File: src/rtl/alu_pipe.sv
// Two-stage pipelined ALU with valid/ready handshakes, status flags and a
// saturating retired-operation counter.
module alu_pipe #(
    parameter int WIDTH      = 32,
    parameter bit SIGNED_CMP = 1'b1,
    parameter int CNT_W      = 16
) (
    input  logic             clk,
    input  logic             rst,
    input  logic             in_valid,
    output logic             in_ready,
    input  logic [WIDTH-1:0] A,
    input  logic [WIDTH-1:0] B,
    input  logic [3:0]       INST,
    input  logic             SEL,
    output logic             out_valid,
    input  logic             out_ready,
    output logic [WIDTH-1:0] Z,
    output logic [3:0]       FLAGS,
    output logic [CNT_W-1:0] OPS_DONE
);

    typedef enum logic [3:0] {
        OP_ADD   = 4'h0,
        OP_NEGA  = 4'h1,
        OP_AND   = 4'h2,
        OP_OR    = 4'h3,
        OP_XOR   = 4'h4,
        OP_INVA  = 4'h5,
        OP_SELBA = 4'h6,
        OP_SELAB = 4'h7,
        OP_SUB   = 4'h8,
        OP_LT    = 4'h9,
        OP_LE    = 4'hA,
        OP_GT    = 4'hB,
        OP_GE    = 4'hC,
        OP_EQ    = 4'hD,
        OP_NE    = 4'hE,
        OP_SELB0 = 4'hF
    } op_e;

    // Stage 1 registers
    logic             s1_v_q,   s1_v_d;
    logic [WIDTH-1:0] s1_a_q,   s1_a_d;
    logic [WIDTH-1:0] s1_b_q,   s1_b_d;
    op_e              s1_op_q,  s1_op_d;
    logic             s1_sel_q, s1_sel_d;

    // Stage 2 registers
    logic             s2_v_q,   s2_v_d;
    logic [WIDTH-1:0] z_q,      z_d;
    logic [3:0]       flags_q,  flags_d;
    logic [CNT_W-1:0] ops_q,    ops_d;

    logic             s1_adv;
    logic             s2_adv;

    // Datapath on stage-1 contents
    logic             sub_like;
    logic             is_arith;
    logic             is_cmp;
    logic [WIDTH-1:0] add_x;
    logic [WIDTH-1:0] add_y;
    logic [WIDTH:0]   sum_ext;
    logic             carry;
    logic             ovf;
    logic             lt;
    logic             eq;
    logic [WIDTH-1:0] res;
    logic [3:0]       flags_nxt;

    always_comb begin
        sub_like = s1_op_q inside {OP_NEGA, OP_SUB, OP_LT, OP_LE, OP_GT, OP_GE, OP_EQ, OP_NE};
        is_arith = s1_op_q inside {OP_ADD, OP_NEGA, OP_SUB};
        is_cmp   = s1_op_q inside {OP_LT, OP_LE, OP_GT, OP_GE, OP_EQ, OP_NE};

        // NEGA is computed as 0 + ~A + 1 so it shares the subtract carry chain
        add_x   = (s1_op_q == OP_NEGA) ? '0 : s1_a_q;
        add_y   = (s1_op_q == OP_NEGA) ? ~s1_a_q : (sub_like ? ~s1_b_q : s1_b_q);
        sum_ext = {1'b0, add_x} + {1'b0, add_y} + {{WIDTH{1'b0}}, sub_like};
        carry   = sum_ext[WIDTH];
        ovf     = (add_x[WIDTH-1] == add_y[WIDTH-1]) && (sum_ext[WIDTH-1] != add_x[WIDTH-1]);

        if (SIGNED_CMP) lt = sum_ext[WIDTH-1] ^ ovf;
        else            lt = ~carry;
        eq = (s1_a_q == s1_b_q);

        res = '0;
        case (s1_op_q)
            OP_ADD:   res = sum_ext[WIDTH-1:0];
            OP_NEGA:  res = sum_ext[WIDTH-1:0];
            OP_AND:   res = s1_a_q & s1_b_q;
            OP_OR:    res = s1_a_q | s1_b_q;
            OP_XOR:   res = s1_a_q ^ s1_b_q;
            OP_INVA:  res = ~s1_a_q;
            OP_SELBA: res = s1_sel_q ? s1_b_q : s1_a_q;
            OP_SELAB: res = s1_sel_q ? s1_a_q : s1_b_q;
            OP_SUB:   res = sum_ext[WIDTH-1:0];
            OP_LT:    res[0] = lt;
            OP_LE:    res[0] = lt | eq;
            OP_GT:    res[0] = ~(lt | eq);
            OP_GE:    res[0] = ~lt;
            OP_EQ:    res[0] = eq;
            OP_NE:    res[0] = ~eq;
            OP_SELB0: res[0] = s1_sel_q ^ s1_b_q[0];
        endcase

        flags_nxt = {res[WIDTH-1],
                     is_arith & ovf,
                     (is_arith | is_cmp) & carry,
                     (res == '0)};
    end

    // Handshake and next-state
    always_comb begin
        s2_adv   = !s2_v_q || out_ready;
        s1_adv   = !s1_v_q || s2_adv;

        s1_v_d   = s1_v_q;
        s1_a_d   = s1_a_q;
        s1_b_d   = s1_b_q;
        s1_op_d  = s1_op_q;
        s1_sel_d = s1_sel_q;
        s2_v_d   = s2_v_q;
        z_d      = z_q;
        flags_d  = flags_q;
        ops_d    = ops_q;

        if (s1_adv) begin
            s1_v_d = in_valid;
            if (in_valid) begin
                s1_a_d   = A;
                s1_b_d   = B;
                s1_op_d  = op_e'(INST);
                s1_sel_d = SEL;
            end
        end

        if (s2_adv) begin
            s2_v_d = s1_v_q;
            if (s1_v_q) begin
                z_d     = res;
                flags_d = flags_nxt;
            end
        end

        if (s2_v_q && out_ready && (ops_q != '1)) ops_d = ops_q + {{(CNT_W-1){1'b0}}, 1'b1};
    end

    always_ff @(posedge clk or posedge rst) begin
        if (rst) begin
            s1_v_q   <= 1'b0;
            s1_a_q   <= '0;
            s1_b_q   <= '0;
            s1_op_q  <= OP_ADD;
            s1_sel_q <= 1'b0;
            s2_v_q   <= 1'b0;
            z_q      <= '0;
            flags_q  <= '0;
            ops_q    <= '0;
        end else begin
            s1_v_q   <= s1_v_d;
            s1_a_q   <= s1_a_d;
            s1_b_q   <= s1_b_d;
            s1_op_q  <= s1_op_d;
            s1_sel_q <= s1_sel_d;
            s2_v_q   <= s2_v_d;
            z_q      <= z_d;
            flags_q  <= flags_d;
            ops_q    <= ops_d;
        end
    end

    assign in_ready  = s1_adv;
    assign out_valid = s2_v_q;
    assign Z         = z_q;
    assign FLAGS     = flags_q;
    assign OPS_DONE  = ops_q;

endmodule

File: config.mk
export PLATFORM = sky130hd
export DESIGN_NAME = alu_pipe
export DESIGN_NICKNAME = d
export VERILOG_FILES = /design/src/rtl/alu_pipe.sv
export SDC_FILE = /design/constraint.sdc
export NUM_CORES = 1
export LEC_CHECK = 0
export BUFFER_PORTS_ARGS = -buffer_cell sky130_fd_sc_hd__buf_2
export CAP_MARGIN = 10
export CORE_ASPECT_RATIO = 1.25
export CORE_UTILIZATION = 25
export CTS_BUF_LIST = sky130_fd_sc_hd__clkbuf_4 sky130_fd_sc_hd__clkbuf_8 sky130_fd_sc_hd__clkbuf_16
export CTS_CLUSTER_DIAMETER = 80
export DETAILED_ROUTE_END_ITERATION = 10
export PLACE_DENSITY = 0.45
export SLEW_MARGIN = 0
export SYNTH_ARGS = -nofsm -noshare
export SYNTH_HDL_FRONTEND = slang
export SYNTH_SLANG_ARGS = --single-unit
File: constraint.sdc
create_clock -name clk -period 6.4 [get_ports clk]
set_input_delay 0.64 -clock clk [delete_from_list [all_inputs] [get_ports clk]]
set_output_delay 0.64 -clock clk [all_outputs]
set_load 0.01 [all_outputs]
== Yosys cells after proc, flatten, opt, wreduce, memory -nomap -nowiden ==
Index checks and enable logic that the tools add are counted.
Cells by class
  bitwise operators: 14
  muxes and demuxes: 7
  equality and inequality tests: 19
  reductions and logical operators: 15
  add/subtract/negate cells: 3
Operator list (number)
  31-bit one-hot mux with 7 select lines: 1
  32-bit 2-to-1 mux: 5
  32-bit inverter: 2
  32-bit by 32-bit adder with 33-bit output: 1
  33-bit by 1-bit adder with 33-bit output: 1
  32-bit bitwise AND: 1
  32-bit == test: 1
  4-bit == test, second input constant: 8
  32-bit zero test: 1
  32-bit OR: 1
  32-bit bitwise XOR: 1
  16-bit by 1-bit adder with 16-bit output, second input constant: 1
  4-bit by 3-bit == test with 1-bit output, second input constant: 4
  16-bit != test, second input constant: 1
  1-bit one-hot mux with 14 select lines: 1
  4-bit by 2-bit == test with 1-bit output, second input constant: 2
  8-bit nonzero test: 1
  6-bit nonzero test: 1
  4-bit by 1-bit == test with 1-bit output, second input constant: 1
  4-bit zero test: 1
  2-bit AND reduction: 2
  1-bit logical AND: 3
  1-bit inverter: 3
  3-bit nonzero test: 1
  8 further kinds: 13
Word-level totals
  output and inout bits: 54
  register bits: 123

== Longest topological paths before layout ==
  depth after elaboration: 13
  gate-level depth with buffers: 22
  gate-level depth less buffers: 19

== Least setup slack after synthesis ==
No wires, ideal clock.
  path type: register -> register
  from: reg s1_op_q[3]
  to: reg flags_q[0] (netlist: FLAGS[0])
  path slack: 1.753 ns
  setup time: 0.092 ns
  arrival: 4.555 ns
  cell stages (with the launch flop): 23
  data required time: 6.308 ns
  period minus slack after synthesis: 4.647 ns
  cell sequence: dfrtp_1 buf_2 buf_1 clkbuf_1 nor2_1 nor2_1 a21oi_1 clkbuf_1 nand2_1 o221ai_1 fa_1 inv_1 fa_1 nor4_1 a2111oi_4 o211ai_1 a2111o_1 a2111oi_0 and4_1 nand4_1 nor4_1 nand4_1 o31ai_2
On the way
  cells in the longest elaborated chain, start to end: 13
  elaborated cells between the ends (all ways): 33
  classes of those cells: add/sub (2); eq/ne (17); mux (5); bitwise (4); reduce/logical (5)
Ends and longest elaborated chain
  start, declared: line 46  | op_e s1_op_q, s1_op_d;
  start signal, assigned: line 165  | s1_op_q <= s1_op_d;
  4-bit by 1-bit == test with 1-bit output or 4-bit == test (tied branches)
  8-bit nonzero test: line 73  | sub_like = s1_op_q inside {OP_NEGA, OP_SUB, OP_LT, OP_LE, OP_GT, OP_GE, OP_EQ, OP_NE};
  32-bit 2-to-1 mux (2 in series): line 79  | add_y = (s1_op_q == OP_NEGA) ? ~s1_a_q : (sub_like ? ~s1_b_q : s1_b_q);
  32-bit by 32-bit adder with 33-bit output: line 80  | sum_ext = {1'b0, add_x} + {1'b0, add_y} + {{WIDTH{1'b0}}, sub_like};
  33-bit by 1-bit adder with 33-bit output: line 80
  1-bit != test: line 82  | ovf = (add_x[WIDTH-1] == add_y[WIDTH-1]) && (sum_ext[WIDTH-1] != add_x[WIDTH-1]);
  1-bit logical AND: line 82
  1-bit bitwise XOR: line 84  | if (SIGNED_CMP) lt = sum_ext[WIDTH-1] ^ ovf;
  1-bit OR: line 100, 101
  1-bit inverter: line 101  | OP_GT: res[0] = ~(lt | eq);
  1-bit one-hot mux with 14 select lines: line 89  | case (s1_op_q)
  32-bit zero test (*): line 111  | (res == '0)};
  end signal, assigned: line 169  | flags_q <= flags_d;
  end, declared: line 52  | logic [3:0] flags_q, flags_d;
Mark *: on every way between the ends. The rest lies on a longest branch, timed or not.
A chain may end at the register's enable or synchronous reset.

== Worst setup path after layout ==
  from: reg s1_op_q[0]
  to: reg flags_q[0] (netlist: FLAGS[0])
The elaborated chain is that of the path after synthesis.

==> qor.yml <==
clock_tree:
  tritoncts_clock_tree: "yes"
  clock_path_buffers: 2
  clkLatencyLatePin_ps: 450
  ctsRootBufferMaster: "clkbuf_16"
  post_cts_hold_buffer_count: 0
  h-tree-depth: 4
  cts-buffers-inserted: 17
  post-cts-setup-buffer-count: 0
  cts-resized-gates: 0
  cts_sinks: 122
  clk_pin_slew_worst_paths_ps: 60
route:
  route.antenna.remaining_nets: 0
  wl_per_cell_um: 19.94
  drt-total-wl_mm: 37.15
  drt_pre_antenna_iters: 5
  route.detailed.vias_per_inst: 5.151
  drc: 0
  detailedRoute.firstIterationViolations: 556
  detailroute.via_count: 9596
sta:
  finalClockSkew_ps: 9.821
  setup_repair_after_global_routing_missed_its_margin: "false"
  hold_slack_ps: 344.6
  fin_setup_tns_ps: 0
  final.min_clock_period_ps: 5451
  maxSlewViolCount: 0
  setup_viol: 0
  max_slew_headroom: 0.3274
  timing_worst_slew_pin_value_ps: 1009
  finalHoldViolCount: 0
  final.period_utilization: 0.8517
  maximum_frequency_from_static_timing_analysis_mhz: 183.5
worst_setup_path:
  worst_path_required_time_ps: 6760
  slowest_delay_ps: 810
  critical_path_cell_with_the_highest_stage_delay: "a21oi_2"
  worst_r2r_startpoint: "s1_op_q[0]"
  setup.worst_path.start_class: "flip-flop"
  path_cells: "buf_4 -> nand2_1 -> a21oi_2 -> nand2_1 -> o221ai_1 -> fa_1 -> inv_1 -> fa_1 -> nor4_1 -> a2111oi_4 -> o211ai_1 -> a2111o_1 -> a2111oi_0 -> and4_1 -> nand4_1 -> nor4_1 -> nand4_1 -> o31ai_2"
  worstPathArrival_ps: 5810
  setup.worst_path.end_class: "flip-flop"
  crit_start: "s1_op_q[0]"
  crit_fanout: 17
  worstSetupPathType: "flip-flop to flip-flop"
  timing.critical_path.max_delay_family: "compound AO/OA/AOI/OAI gates"
  timing.critical_path.buf_inv: 2
floorplanning:
  die_height_um: 230.4
  fp-row-count: 83
  die_width_um: 184.7
  core_area_sq_mm: 0.04112
  die_area_sq_mm: 0.04257
  start_util: 0.2538
  design.portCount: 127
synth:
  post-synth-top-area-cell: "dfrtp_1"
  synth-async-reset-ratio: 1.000
  ys_ff_latch: 122
  synth_cells: 1209
  synth-edff-count: 0
  ys_seq_area_frac: 0.2925
  yosysTopAreaCellShare: 0.2925
  synth.net_count: 1381
  post_synth_instance_area_sq_mm: 0.01044
  ys_dominant_reg_cell: "dfrtp_1"
  synthesized_area_divided_by_synthesized_cell_count_sq_um: 8.632
  synthesis.yosys.warnings: 0
  synthTopCellsByArea: "dfrtp_1 29%, ha_1 12%, mux2_2 9.0%, nand2_1 4.9%, a21oi_1 4.7%"
  ys_types: 85
placed_design:
  hpwl_reported_at_the_end_of_detailed_placement_mm: 27.91
  port_buffers: 126
  place_congestion: 0.9351
  place_inst: 1831
cells_and_area:
  area_growth_pct: 17.07
  antennaDiodeCount: 0
  num-nets-final: 1470
  fillers: 4433
  layout-drive-gt1-share: 0.2265
  final-instance-count-excl-fill: 1863
outcome:
  run_status: "completed"
pwr:
  totalPowerFinal_mw: 4.300
  power_per_cell_area_mw_per_mm2: 351.9
  cellLeakagePower_nw: 5.517
  power.ir.vdd_worst_v: 0.0002121
global_route:
  gr-total-overflow: 0
  via_count_of_the_first_global_routing_pass: 9296
  grt_use_total: 0.1785
  antenna_found_initial: 0
  wire_length_of_the_first_global_routing_pass_mm: 57.26
  grt_start_max_net_pins: 70
worst_hold_path:
  hold_class: "input port to async pin"
job:
  timing.max_cap.violations: 0
registers in the layout, indices dropped and copies added (netlist names):
register and flops:
Z 32, FLAGS 3, s1_sel_q 1, s1_b_q 32, OPS_DONE 16, s1_v_q 1, out_valid 1, s1_op_q 4
s1_a_q 32
cell usage after synthesis, drive strengths merged, types with 22 or more instances:
| master | instances |
|---|---|
| o221ai | 41 |
| nand4 | 22 |
| a21oi | 100 |
| nor2 | 64 |
| nor3 | 24 |
| nand2 | 135 |
| nand3 | 26 |
| ha | 97 |
| inv | 83 |
| mux2 | 83 |
| clkbuf | 47 |
| buf | 33 |
| o21ai | 56 |
| dfrtp | 122 |
cell usage in the layout, fill, tap and decap left out, drive strengths merged, types with 26 or more instances in the layout:
cell type,netlist,final
mux2,83,83
nand3,26,26
ha,97,97
nand2,135,135
buf,33,150
nor2,64,64
o21ai,56,56
a21oi,100,100
inv,83,88
dfrtp,122,122
o221ai,41,41
power breakdown:
group          internal, mW  switching, mW  total, mW
logic                 0.864           1.33       2.19
registers             0.948          0.215       1.16
clock network         0.545          0.399      0.945
cell families (layout without fill, tap and decap cells):
group	Yosys count	count (layout)	share of synthesized area
AOI/OAI and AO/OA	336	336	0.2230
xor gates and xnor gates	32	32	0.02758
adders and majority gates	99	99	0.1201
buffers and inverters	163	265	0.06342
DFF	122	122	0.2925
muxes	95	95	0.1011
and+or+nand+nor	362	362	0.1723
final cells by class:
class	count	area (sq um)	share of cell area
sequential	122	3053	0.2499
clock buffer	18	432.9	0.03543
tap	552	690.7	0.05653
timing repair buffer	150	810.8	0.06636
multi-input combinational	924	6778	0.5547
inverter	83	314.1	0.02570
clock inverter	14	138.9	0.01137
final timing paths:
path / slack [ps] / endpoint / depth (start not counted)
min in group clk: 410 / s1_b_q[7] / 2
max reg2reg: 950 / FLAGS[0] / 18
min reg2reg: 470 / Z[25] / 2
max: 950 / FLAGS[0] / 18
min: 340 / OPS_DONE[14] / 2
max in group asynchronous: 4770 / Z[13] / 3
routing by layer:
metal / GRT usage / wire, um
met1: 0.2216 / 15890
met2: 0.3045 / 18460
met5: 0 / 0
met4: 0.07128 / 1113
met3: 0.03013 / 1694
per-stage QoR:
| step | setup slack [ps] | instance area, sq um | util |
|---|---|---|---|
| after floorplan | 1753 | 10440 | - |
| after global placement | 1109 | 11650 | 0.2832 |
| after detailed placement | 914.4 | 11650 | 0.2832 |
| after CTS | 891.4 | 12220 | 0.2971 |
| after global routing | 498.9 | 12220 | 0.2971 |
| final | 949.4 | 12220 | 0.2971 |
Note: power is estimated with default switching activity, not from simulation.
